**src/rtl/dropout_grad_replay.sv**
```systemverilog
// dropout_grad_replay
// Backward-pass replay of forward dropout masks. Forward side pushes 8-bit
// masks onto a LIFO so they come back in reverse layer order. Backward side
// streams 8 signed gradient bytes per vector (neuron 0..7). Each byte is
// zeroed when its neuron was dropped, otherwise shifted left by SCALE_SHIFT
// with signed saturation to 8 bits.
//
// Ports:
//   clk, rst_n        clock, synchronous active-low reset
//   ena               global enable; low freezes state and blocks handshakes
//   fwd_valid/ready   mask push handshake, fwd_mask = kept-neuron bitmap
//   bwd_valid/ready   gradient byte handshake, bwd_grad = signed byte
//   out_valid/ready   result handshake, out_data = masked/scaled gradient,
//                     out_idx = neuron index of out_data
//   depth_cnt         number of masks currently stored
//
// state  | meaning
// IDLE   | no vector in progress; next accepted byte pops a mask
// ACTIVE | vector in progress; idx is the next expected neuron index
module dropout_grad_replay #(
  parameter int DEPTH       = 4,
  parameter int SCALE_SHIFT = 1
) (
  input  logic                     clk,
  input  logic                     rst_n,
  input  logic                     ena,
  input  logic                     fwd_valid,
  input  logic [7:0]               fwd_mask,
  output logic                     fwd_ready,
  input  logic                     bwd_valid,
  input  logic [7:0]               bwd_grad,
  output logic                     bwd_ready,
  output logic                     out_valid,
  output logic [7:0]               out_data,
  input  logic                     out_ready,
  output logic [2:0]               out_idx,
  output logic [$clog2(DEPTH):0]   depth_cnt
);

  localparam int AW = $clog2(DEPTH);
  localparam int CW = AW + 1;

  typedef enum logic {IDLE, ACTIVE} state_t;

  logic [7:0]    stack_mem [DEPTH];
  logic [CW-1:0] count;
  state_t        state;
  logic [2:0]    idx;
  logic [7:0]    act_mask;

  logic          slot_free;
  logic          push;
  logic          accept;
  logic          pop;
  logic [AW-1:0] top_addr;
  logic [AW-1:0] wr_addr;
  logic [7:0]    cur_mask;
  logic [2:0]    cur_idx;
  logic          keep;

  logic signed [10:0] grad_wide;
  logic signed [10:0] grad_shl;
  logic [7:0]         grad_sat;

  assign slot_free = !out_valid || out_ready;
  assign fwd_ready = ena && (count != CW'(DEPTH));
  assign bwd_ready = ena && slot_free && ((state == ACTIVE) || (count != '0));
  assign depth_cnt = count;

  assign push   = fwd_valid && fwd_ready;
  assign accept = bwd_valid && bwd_ready;
  assign pop    = accept && (state == IDLE);

  // On a simultaneous push and pop the new mask replaces the popped top
  // slot, so the stack height is unchanged and the popped value is the old top.
  assign top_addr = AW'(count - CW'(1));
  assign wr_addr  = pop ? top_addr : AW'(count);

  // The first byte of a vector uses the freshly popped mask directly.
  assign cur_mask = pop ? stack_mem[top_addr] : act_mask;
  assign cur_idx  = pop ? 3'd0 : idx;
  assign keep     = cur_mask[cur_idx];

  // 11 bits holds +/-128 << 3 without overflow, so the clamp sees the true value.
  assign grad_wide = 11'($signed(bwd_grad));
  assign grad_shl  = grad_wide <<< SCALE_SHIFT;

  always_comb begin
    grad_sat = grad_shl[7:0];
    if (grad_shl > 11'sd127)
      grad_sat = 8'h7F;
    else if (grad_shl < -11'sd128)
      grad_sat = 8'h80;
  end

  // Stack storage carries no reset; its contents are meaningless while count is 0.
  always_ff @(posedge clk) begin
    if (push)
      stack_mem[wr_addr] <= fwd_mask;
  end

  always_ff @(posedge clk) begin
    if (!rst_n) begin
      count     <= '0;
      state     <= IDLE;
      idx       <= 3'd0;
      act_mask  <= 8'h00;
      out_valid <= 1'b0;
      out_data  <= 8'h00;
      out_idx   <= 3'd0;
    end else if (ena) begin
      if (push && !pop)
        count <= count + CW'(1);
      else if (pop && !push)
        count <= count - CW'(1);

      if (accept) begin
        out_valid <= 1'b1;
        out_idx   <= cur_idx;
        out_data  <= keep ? grad_sat : 8'h00;
        if (pop)
          act_mask <= cur_mask;
        if (cur_idx == 3'd7) begin
          state <= IDLE;
          idx   <= 3'd0;
        end else begin
          state <= ACTIVE;
          idx   <= cur_idx + 3'd1;
        end
      end else if (out_ready) begin
        out_valid <= 1'b0;
      end
    end
  end

endmodule

```
**config.mk**
```make
export PLATFORM = sky130hd
export DESIGN_NAME = dropout_grad_replay
export DESIGN_NICKNAME = d
export VERILOG_FILES = /design/src/rtl/dropout_grad_replay.sv
export SDC_FILE = /design/constraint.sdc
export NUM_CORES = 1
export LEC_CHECK = 0
export ABC_AREA = 1
export BUFFER_PORTS_ARGS = -buffer_cell sky130_fd_sc_hd__buf_4
export CAP_MARGIN = 20
export CORE_ASPECT_RATIO = 1.2
export CORE_UTILIZATION = 28
export DETAILED_ROUTE_END_ITERATION = 10
export PLACE_DENSITY = 0.45
export SETUP_SLACK_MARGIN = 0.4
export SLEW_MARGIN = 20
export SYNTH_ARGS = -nofsm -noshare
export SYNTH_HDL_FRONTEND = slang
export SYNTH_SLANG_ARGS = --single-unit
```
**constraint.sdc**
```tcl
create_clock -name clk -period 2.3 [get_ports clk]
set_input_delay 0.23 -clock clk [delete_from_list [all_inputs] [get_ports clk]]
set_output_delay 0.23 -clock clk [all_outputs]
set_load 0.1 [all_outputs]
```
* After elaboration in Yosys (flattened, before gate mapping) *
Memories as Yosys holds them, arrays and structs flattened.
Index checks and enable logic that the tools add are counted.

storage, ports and cells
  logic and storage cells = 53
  output and inout bits = 17
  register bits after elaboration = 27
  memories = 1
  bits in writable memories = 32
  bits of input ports = 22

cells by class
  mux-type cells = 16
  magnitude comparators = 3
  bitwise logic cells = 1
  reductions and logical operators = 20
  eq/ne operators = 2
  add/sub/neg operators = 3

memory list
  memory     depth  width  read ports  clocked after Yosys merged registers in  wr ports  line  text
  stack_mem  4      8      1           0                                        1         45    logic [7:0] stack_mem [DEPTH];

operators with widths
  operator                                             count
  two-way mux 8 bit                                    4
  two-way mux 3 bit                                    4
  > comparator 9 x 8 -> 1 bit (second input constant)  1
  < comparator 9 x 8 -> 1 bit (second input constant)  1
  logical AND 1 bit                                    8
  adder 3 x 1 -> 3 bit (second input constant)         2
  two-way mux 1 bit                                    6
  AND reduction 2 bit                                  3
  < comparator 3 x 4 -> 1 bit (second input constant)  1
  nonzero test 2 bit                                   2
  binary-select mux 1 bit (select 3 bit)               1
  == test 3 bit (second input constant)                1
  logical NOT 1 bit                                    3
  inequality test 3 bit (second input constant)        1
  AND reduction 3 bit                                  1
  nonzero test 3 bit                                   1
  subtractor 3 x 1 -> 3 bit (second input constant)    1
  logical OR 1 bit                                     2
  two-way mux 2 bit                                    1
  NOT 1 bit                                            1

* Logic depth before layout (Yosys ltp) *
Gate-level depths: netlist of the first run.

  word-level depth = 10
  gate-level depth with buffers = 15
  depth with buffers taken out = 12

* Worst setup path before layout of the first run *
OpenSTA, ideal clock, no wires.

  path type = register -> register
  start point = register count[0], in the netlist depth_cnt[0]
  end point = register count[2], in the netlist depth_cnt[2]
  path slack = -2.241 ns
  clock period less this slack = 4.541 ns
  stages on the path, launching flop included = 14
  arrival = 4.419 ns
  library setup time = 0.122 ns
  cells stage by stage = dfxtp_1 -> buf_2 -> inv_2 -> buf_2 -> ha_1 -> a21oi_1 -> and2_1 -> ha_1 -> nor2_1 -> inv_1 -> a21oi_1 -> o21ai_0 -> o21ai_0 -> a21oi_1

on the way
  elaborated cells between the ends (all ways) = 18
  classes of those cells = 2 x add/sub; 1 x eq/ne; 2 x mux; 13 x reduce/logical

RTL lines
  what                           line  text
  start, declared                46    logic [CW-1:0] count;
  start signal, assigned         113   count <= count + CW'(1);
  start signal, assigned         115   count <= count - CW'(1);
  inequality test 3 bit *        66    assign fwd_ready = ena && (count != CW'(DEPTH));
  logical AND 1 bit *            66
  named net fwd_ready            29    output logic fwd_ready,
  logical AND 1 bit *            70    assign push = fwd_valid && fwd_ready;
  logical NOT 1 bit              114   else if (pop && !push)
  logical AND 1 bit              114
  nonzero test 2 bit (no line)   --
  AND reduction 2 bit (no line)  --

Mark *: on every way through the listed nets, which the timed path passes. The rest lies on a longest branch. The select of a mux whose other input is x is not followed.
A chain may end at the register's enable or synchronous reset.

* Worst setup path after layout of the first run *
  start point = register count[1], in the netlist depth_cnt[1]
  end point = register count[2], in the netlist depth_cnt[2]

on the way
  cells in the longest elaborated chain, start to end = 9
  elaborated cells between the ends (all ways) = 18
  classes of those cells = 2 x add/sub; 1 x eq/ne; 2 x mux; 13 x reduce/logical

RTL lines
  what                           line  text
  nonzero test 3 bit             67    assign bwd_ready = ena && slot_free && ((state == ACTIVE) || (count != '0));
  logical OR 1 bit               67
  logical AND 1 bit              67
  logical AND 1 bit              71    assign accept = bwd_valid && bwd_ready;
  logical AND 1 bit              72    assign pop = accept && (state == IDLE);
  logical NOT 1 bit              112   if (push && !pop)
  logical AND 1 bit              112
  nonzero test 2 bit (no line)   --
  AND reduction 2 bit (no line)  --

Parallel ways exist; a longest one is shown, timed or not. The select of a mux whose other input is x is not followed.

==> results of run 1 <==
## cell families after synthesis
kind of cell               count (synthesis)  share of synthesized area
xor gates and xnor gates                   2                    0.00669
muxes                                      1                    0.00382
buffers and inverters                     50                     0.0813
and+or+nand+nor                          104                      0.179
AOI/OAI and AO/OA                         63                      0.127
DFF                                       59                      0.574
adders and majority gates                  6                     0.0287
## flip-flops by register name, summed over array words and instances, names as in the netlist
name	flops
idx	3
state	1
depth_cnt	3
act_mask	8
stack_mem	32
out_idx	3
out_valid	1
out_data	8
## through the flow
step	TNS (ns)	util	instance area [µm²]	hold WS, ns
floorplan	-8.97	-	2730	0.329
global placement	0	0.345	3130	0.434
detailed placement	0	0.345	3130	0.433
CTS	0	0.374	3390	0.0713
global route	0	0.389	3530	0.0663
finish	0	0.389	3530	0.0812
## cell usage in the layout, fill, tap and decap left out, drive strengths merged
cell type	n
buf	55
nand2	43
inv	41
nor2	39
o21ai	34
edfxtp	32
dfxtp	27
a21oi	23
nand3	19
clkbuf	9
ha	6
clkinv	3
xor2	2
o221ai	2
o211ai	2
nand4	1
and2	1
clkinvlp	1
a211oi	1
nand3b	1
mux2i	1
o22ai	1
bufinv	1
dlymetal6s2s	1
## cell type report
cell class / count / share of cell area
Sequential cell: 59 / 0.428
Multi-Input combinational cell: 176 / 0.289
Timing Repair Buffer: 56 / 0.138
Inverter: 39 / 0.0439
Tap cell: 120 / 0.0425
Clock buffer: 9 / 0.0351
Clock inverter: 7 / 0.0234
## critical path, stage by stage, from the launching register on
cell     delay (ns)
dfxtp_4        0.37
inv_2          0.05
ha_4           0.17
nand2_2        0.08
nand4_4        0.11
buf_12         0.18
ha_4           0.24
nor2_4         0.10
inv_2          0.06
a21oi_2        0.09
o21ai_1        0.09
o21ai_1        0.12
a21oi_1        0.05
## cells in the mapped netlist, drive strengths merged
| library cell | n | area (µm²) |
|---|---|---|
| o21ai | 34 | 170 |
| o211ai | 2 | 15.0 |
| buf | 8 | 55.1 |
| inv | 38 | 143 |
| o22ai | 1 | 6.26 |
| and2 | 1 | 6.26 |
| a21oi | 23 | 115 |
| xor2 | 2 | 17.5 |
| ha | 6 | 75.1 |
| clkinv | 1 | 3.75 |
| nand2 | 43 | 171 |
| nand3b | 1 | 7.51 |
| dfxtp | 27 | 541 |
| nand3 | 19 | 123 |
| clkbuf | 3 | 11.3 |
| nand4 | 1 | 12.5 |
| a211oi | 1 | 7.51 |
| edfxtp | 32 | 961 |
| o221ai | 2 | 17.5 |
| mux2i | 1 | 10.0 |
| nor2 | 39 | 149 |
## what timing repair did
action | 4_1_cts | 5_1_grt
setup endpoints to repair | 23 | 43
pin swaps | 2 | 5
setup buffers | 3 | 9
resized for setup | 2 | 12
endpoints found under the hold margin | 0 | 0
## path summary, 6_finish.rpt
kind / slack (ns) / depth (start not counted) / endpoint
max reg2reg: 0.50 / 12 / depth_cnt[2]
min: 0.08 / 1 / stack_mem[2][7]
max: 0.50 / 12 / depth_cnt[2]
min reg2reg: 0.46 / 2 / out_data[0]
## power groups by stage
stage	logic, W	registers (W)	clock network [W]
floorplan	0.000350	0.00134	0
finish	0.000677	0.00120	0.000985
global route	0.000738	0.00121	0.00106
detailed placement	0.000611	0.00123	0
CTS	0.000632	0.00120	0.00101
global placement	0.000611	0.00122	0
## per-layer routing
layer	up-vias	part of all wire
met4	0	0.017
li1	1061	-
met2	35	0.51
met3	7	0.036
met5	-	0
met1	907	0.44
==> impl_metrics.tcl, run 1 <==
set metrics [dict create \
    finalMaxSlewViolations 0 \
    antenna_cells 0 \
    multi_input_area_um2 1020 \
    clk_pin_slew_ns 0.08 \
    rsz0062_at_grt "false" \
    synthCells 285 \
    die-area_um2 9740 \
    critical_path.max_fanout 8 \
    p_switching_w 0.000943 \
    grt_use_met3 0.0339 \
    top_usage_layer "met2" \
    drv_cap 0 \
    hpwl_um 3950 \
    power_w 0.00286 \
    regArea_um2 1510 \
    worst_setup_path_start_kind "register" \
    drt-initial-drc-count 27 \
    p_seq_frac 0.420 \
    instances_no_fill 466 \
    synth.cell_area_um2 2620 \
    place_inst 438 \
    cp.arrival_ns 2.04 \
    crit_path_end_kind "register" \
    setup_slack_ns 0.495 \
    cts_buffers 9 \
    yosysSeqAreaShare 0.574 \
    avgViaCountPerCell 4.31 \
    grt_pass1_vias 1944 \
    swShare 0.329 \
    cts_tree "built" \
    post-route-min-period_ns 1.80 \
    finClkSkew_ns 0.00677 \
    clock_path_buffers 2 \
    internal-power_w 0.00192 \
    antenna_found_initial 0 \
    p_leak_nw 1.47 \
    synth.distinct_cells 28 \
    die_y_um 108 \
    grt_max_degree 20 \
    status "completed" \
    grtUsageMet2 0.229 \
    start_util 0.288 \
    synth_area_per_cell_um2 9.18 \
    reg2reg_from "depth_cnt[1]" \
    grt_pass1_wl_um 9320 \
    ant_nets 0 \
    tightest_slew_ns 0.508 \
    min_period_over_period 0.785 \
    clock_latency_ns 0.34 \
    route.detailed.drc 0 \
    die_x_um 90.3 \
    area_growth_syn_to_layout_pct 35.0 \
    num_vias 2010 \
    hold_viol_final 0 \
    grt_usage 0.128 \
    critical_path_class "register to register" \
    ys_ff_latch 59 \
    dpl_worst_slack_ns 0.332 \
    pwr-share-comb 0.236 \
    relSlewSlack 0.659 \
    hp-class "input port to register" \
    yosysWarnings 0 \
    htreeDepth 3 \
    cts_root_buffer "clkbuf_8" \
    p_per_area_nw_per_um2 810 \
    port_buffers 38 \
    drt_first_pass_iters 4 \
    grt-ovfl-total 0 \
    core_um2 9080 \
    wl_um 5790 \
    fillers 919 \
    setup_viol 0 \
    syn-num-nets 313 \
    cp.required_ns 2.54 \
    use_met1 0.140 \
    ir_drop_mv 0.384 \
    post_cts_hold_buffer_count 0 \
    wl_per_cell_um 12.4 \
    final_nets 369 \
    rows 38 \
    hp-start "fwd_mask[7]" \
    cts.sinks 59 \
    pwr-share-clk 0.344 \
    startpoint "depth_cnt[1]" \
    routabilityCongestion 0.688 \
    fmax_mhz 554 \
    drive_gt1_frac 0.303 \
    pin_count 39 \
]
No activity file was read; power rests on OpenSTA's default activity.
==> inputs of run 2 (changes only) <==
- clock period: 2.3 -> 1.6 ns (I/O delays scaled with it)
==> run 2 against run 1 <==
The flow now finishes with violations (negative setup slack). Clock skew is 0.0015 ns higher. Die area stayed put. Worst hold slack worse by 0.066 ns. Routed wire length is 6.2% higher. Register-to-register slack worse by 0.68 ns. Sequential share of layout area is 6.8 points lower. Clock power is 38% higher. Sequential power is 44% higher. Cell area is 19% higher.
==> impl_metrics.tcl, run 2 (synthesis results as in run 1) <==
set metrics [dict create \
    clk_pin_slew_ns 0.07 \
    tightest_slew_ns 0.389 \
    cts_root_buffer "clkbuf_8" \
    hpwl_um 4110 \
    drt-initial-drc-count 41 \
    rows 38 \
    drive_gt1_frac 0.510 \
    antenna_found_initial 0 \
    status "finished, violations left" \
    fmax_mhz 562 \
    grt-ovfl-total 0 \
    grt_pass1_wl_um 10400 \
    min_period_over_period 1.11 \
    critical_path_class "register to register" \
    cts_buffers 9 \
    wl_met2_um 3270 \
    top_layer_used "met4" \
    fillers 864 \
    crit_path_end_kind "register" \
    wl_per_cell_um 12.3 \
    post-route-util 0.462 \
    finalMaxSlewViolations 0 \
    post-route-min-period_ns 1.78 \
    finClkSkew_ns 0.00831 \
    crit_slowest_cell "dfxtp_4" \
    largest_register_ffs 32 \
    critPathBufInv 3 \
    setup_viol 46 \
    wl_um 6150 \
    cp_top_family "compound AO/OA/AOI/OAI gates" \
    port_buffers 38 \
    antenna_cells 0 \
    die_y_um 108 \
    routabilityCongestion 0.692 \
    relSlewSlack 0.740 \
    rsz0062_at_grt "true" \
    final_nets 405 \
    clock_path_buffers 2 \
    regArea_um2 1510 \
    drt_first_pass_iters 4 \
    num_vias 2168 \
    post_dp_cell_area_um2 3380 \
    clock_latency_ns 0.34 \
    cp.arrival_ns 2.01 \
    htreeDepth 3 \
    core_um2 9080 \
    hp-class "input port to register" \
    ant_nets 0 \
    worst_setup_path_start_kind "register" \
    ir_drop_mv 0.746 \
    cts.sinks 59 \
    cp_slowest_stage_delay_ns 0.37 \
    final_common_cell "buf_4" \
    p_per_area_nw_per_um2 1060 \
    cts_tree "built" \
    cp.required_ns 1.83 \
    avgViaCountPerCell 4.32 \
    p_leak_nw 1.68 \
    pin_count 39 \
    route.detailed.drc 0 \
    setup_slack_ns -0.180 \
    critical_path.max_fanout 3 \
    violations "negative setup slack" \
    die-area_um2 9740 \
    die_x_um 90.3 \
    final_cell_area_um2 4200 \
    multi_input_area_um2 1270 \
    drv_cap 0 \
    grt_usage 0.140 \
    top_regs "stack_mem x32, act_mask x8, out_data x8" \
    grt_pass1_vias 2170 \
    grt_max_degree 20 \
    post_cts_hold_buffer_count 0 \
    worstPathCellList "inv_6, ha_4, buf_6, a21oi_4, and2_4, ha_4, nor2_4, inv_2, a21oi_2, o21ai_1, o21ai_1, a21oi_1" \
    start_util 0.288 \
    area_growth_syn_to_layout_pct 60.3 \
    wl_met3_um 193 \
    hold_viol_final 0 \
    top_register "stack_mem" \
    final_cell_mix "63 x buf_4, 32 x edfxtp_1, 29 x nand2_1, 28 x inv_1, 25 x nor2_1" \
    wl_met1_um 2580 \
]
==> run 2: metal layers <==
metal / global-route usage / up-vias
met5: 0 / -
met4: 0.0691 / 0
met3: 0.0318 / 11
met2: 0.254 / 34
met1: 0.156 / 987
li1: - / 1136
==> run 2: path summary, 6_finish.rpt <==
check                from              end  slack [ns]  cells past startpoint
max          depth_cnt[0]     depth_cnt[2]       -0.18                     12
min           fwd_mask[2]  stack_mem[1][2]        0.01                      1
max reg2reg  depth_cnt[0]     depth_cnt[2]       -0.18                     12
min reg2reg   act_mask[6]      act_mask[6]        0.47                      2
==> run 2: stage by stage <==
step | worst slack (ns) | TNS (ns) | hold WS, ns | power (W) | cells
after floorplan | -1.08 | -39.98 | 0.259 | 0.00245 | 285
after global routing | -0.259 | -8.84 | 0.000102 | 0.00469 | 502
after CTS | -0.161 | -4.21 | 0.000841 | 0.00438 | 496
after global placement | -0.260 | -8.10 | 0.364 | 0.00275 | 466
after detailed placement | -0.311 | -10.15 | 0.363 | 0.00275 | 466
final | -0.180 | -4.20 | 0.0149 | 0.00446 | 502
==> run 2: worst reg2reg max path, stage by stage (launching register included) <==
cell and delay, ns:
dfxtp_4 0.37, inv_6 0.03, ha_4 0.16, buf_6 0.12, a21oi_4 0.11, and2_4 0.19
ha_4 0.21, nor2_4 0.10, inv_2 0.06, a21oi_2 0.09, o21ai_1 0.08, o21ai_1 0.11
a21oi_1 0.05
==> run 2: repair_timing <==
| item | in CTS | in global routing |
|---|---|---|
| cloned | 0 | 1 |
| setup endpoints to repair | 65 | 64 |
| resized for setup | 86 | 43 |
| buffers inserted | 14 | 5 |
| pin swaps | 20 | 16 |
==> run 2: area by class of cell <==
| cell class | count | share of cell area |
|---|---|---|
| flip-flops and latches | 59 | 0.360 |
| clock buffers | 9 | 0.0295 |
| well taps | 120 | 0.0358 |
| multi-input cells | 176 | 0.302 |
| repair buffers | 92 | 0.213 |
| inverters | 39 | 0.0405 |
| clock inverters | 7 | 0.0185 |
==> run 2: power breakdown <==
group	internal (W)	switching, W	total [W]
registers	0.00168	0.0000480	0.00173
clock network	0.000728	0.000633	0.00136
logic	0.000576	0.000786	0.00136
total	0.00299	0.00147	0.00446
==> inputs of run 3 (changes only) <==
- HOLD_SLACK_MARGIN: default -> 0.08
- PLACE_DENSITY: 0.45 -> 0.43
- SLEW_MARGIN: 20 -> default
- clock period: 1.6 -> 1.9 ns (I/O delays scaled with it)
==> run 3 against run 2 <==
The run now ends clean. Die area stayed put. Largest power group unchanged. Combinational power is 28% lower. Worst hold slack improved by 0.12 ns. Critical endpoint is now stack_mem[2][3].
==> impl_metrics.tcl, run 3 (synthesis results as in run 1) <==
set metrics [dict create \
    status "completed" \
    die-area_um2 9740 \
    fmax_mhz 551 \
    wl_per_cell_um 12.6 \
    clock_latency_ns 0.35 \
    drt-initial-drc-count 60 \
    min_period_over_period 0.956 \
    clock_path_buffers 2 \
    drive_gt1_frac 0.413 \
    largest_register_ffs 32 \
    pin_count 39 \
    worst_setup_path_start_kind "register" \
    cts_tree "built" \
    post_dp_cell_area_um2 3210 \
    cp.required_ns 1.97 \
    drv_cap 0 \
    final_cell_mix "55 x buf_4, 32 x edfxtp_1, 31 x nand2_1, 30 x nor2_1, 28 x inv_1" \
    critical_path.max_fanout 6 \
    grt_pass1_vias 2087 \
    rsz0062_at_grt "true" \
    cp.arrival_ns 1.88 \
    num_vias 2128 \
    die_x_um 90.3 \
    route.detailed.drc 0 \
    grt_max_degree 20 \
    relSlewSlack 0.724 \
    grt_pass1_wl_um 10200 \
    die_y_um 108 \
    crit_path_end_kind "register" \
    finalMaxSlewViolations 0 \
    ir_drop_mv 0.430 \
    p_leak_nw 1.58 \
    ant_nets 0 \
    post-route-util 0.432 \
    cts_buffers 9 \
    drt_first_pass_iters 4 \
    finClkSkew_ns 0.00866 \
    final_cell_area_um2 3930 \
    antenna_found_initial 0 \
    hold_viol_final 0 \
    antenna_cells 0 \
    post-route-min-period_ns 1.82 \
    clk_pin_slew_ns 0.07 \
    top_regs "stack_mem x32, act_mask x8, out_data x8" \
    avgViaCountPerCell 4.36 \
    tightest_slew_ns 0.413 \
    whs_ns 0.134 \
    grt-ovfl-total 0 \
    port_buffers 38 \
    setup_viol 0 \
    top_register "stack_mem" \
    critical_path_class "register to register" \
    wl_um 6130 \
    final_common_cell "buf_4" \
    hp-class "input port to register" \
    hpwl_um 4140 \
    start_util 0.288 \
    grt_usage 0.138 \
    core_um2 9080 \
    htreeDepth 3 \
    p_per_area_nw_per_um2 928 \
    area_growth_syn_to_layout_pct 50.0 \
    final_nets 391 \
    rows 38 \
    cts_root_buffer "clkbuf_8" \
    routabilityCongestion 0.773 \
    cts.sinks 59 \
]
==> run 3: cell count changes in the layout (fill, tap and decap cells not counted), moves of 6 or more <==
cell           delta
buf_4             -8
o21ai_0          +11
buf_6            -10
a21oi_2           -6
dlygate4sd3_1     +8
a21oi_1           +6
==> run 3: cell type report <==
type                       count  area, µm²
clock inverter                 7       83.8
clock buffer                   9        124
fill                         911       5160
timing repair buffer          78        732
inverter                      39        170
tap                          120        150
multi-input combinational    176       1150
sequential                    59       1510
==> run 3: worst paths after layout <==
kind	startpoint	end	slack (ns)	cells after the start
worst max-delay path	depth_cnt[0]	stack_mem[2][3]	0.08	9
worst min-delay path	out_ready	out_valid	0.13	4
worst max register to register	depth_cnt[0]	stack_mem[2][3]	0.08	9
worst min register to register	out_data[6]	out_data[6]	0.47	2
==> run 3: report_power, final <==
part | total (W) | internal (W) | switching (W)
registers | 0.00146 | 0.00142 | 0.0000391
clock network | 0.00121 | 0.000630 | 0.000581
logic | 0.000975 | 0.000369 | 0.000605
==> run 3: through the flow <==
stage               cells  power (W)  setup WS (ns)  TNS [ns]
floorplan             285    0.00206         -0.784    -24.34
finish                488    0.00364         0.0844         0
global placement      445    0.00226         0.0238         0
global route          488    0.00384       -0.00519  -0.00519
CTS                   483    0.00363          0.101         0
detailed placement    445    0.00226        -0.0221   -0.0221
==> run 3: critical path, stage by stage (launching register included) <==
cell     delay (ns)
dfxtp_4        0.37
inv_6          0.04
ha_4           0.15
nand2_2        0.08
nand4_4        0.14
buf_6          0.16
xor2_1         0.14
buf_4          0.16
nor2_4         0.14
buf_12         0.14
==> run 3: metal layers <==
layer / track usage / vias to the layer above / part of all wire / wire length, µm
met5: 0 / - / 0 / 0
met4: 0.0691 / 0 / 0.019 / 119
met3: 0.0311 / 9 / 0.039 / 239
met2: 0.244 / 42 / 0.51 / 3150
met1: 0.156 / 971 / 0.43 / 2630
li1: - / 1106 / - / -
==> run 3: what timing repair did <==
item                                    4_1_cts  5_1_grt
hold buffers                                  8        0
setup buffers                                14        5
hold endpoints to repair                     32        0
pin swaps                                    16       19
endpoints found under the setup margin       53       57
gates resized for setup                      44       22
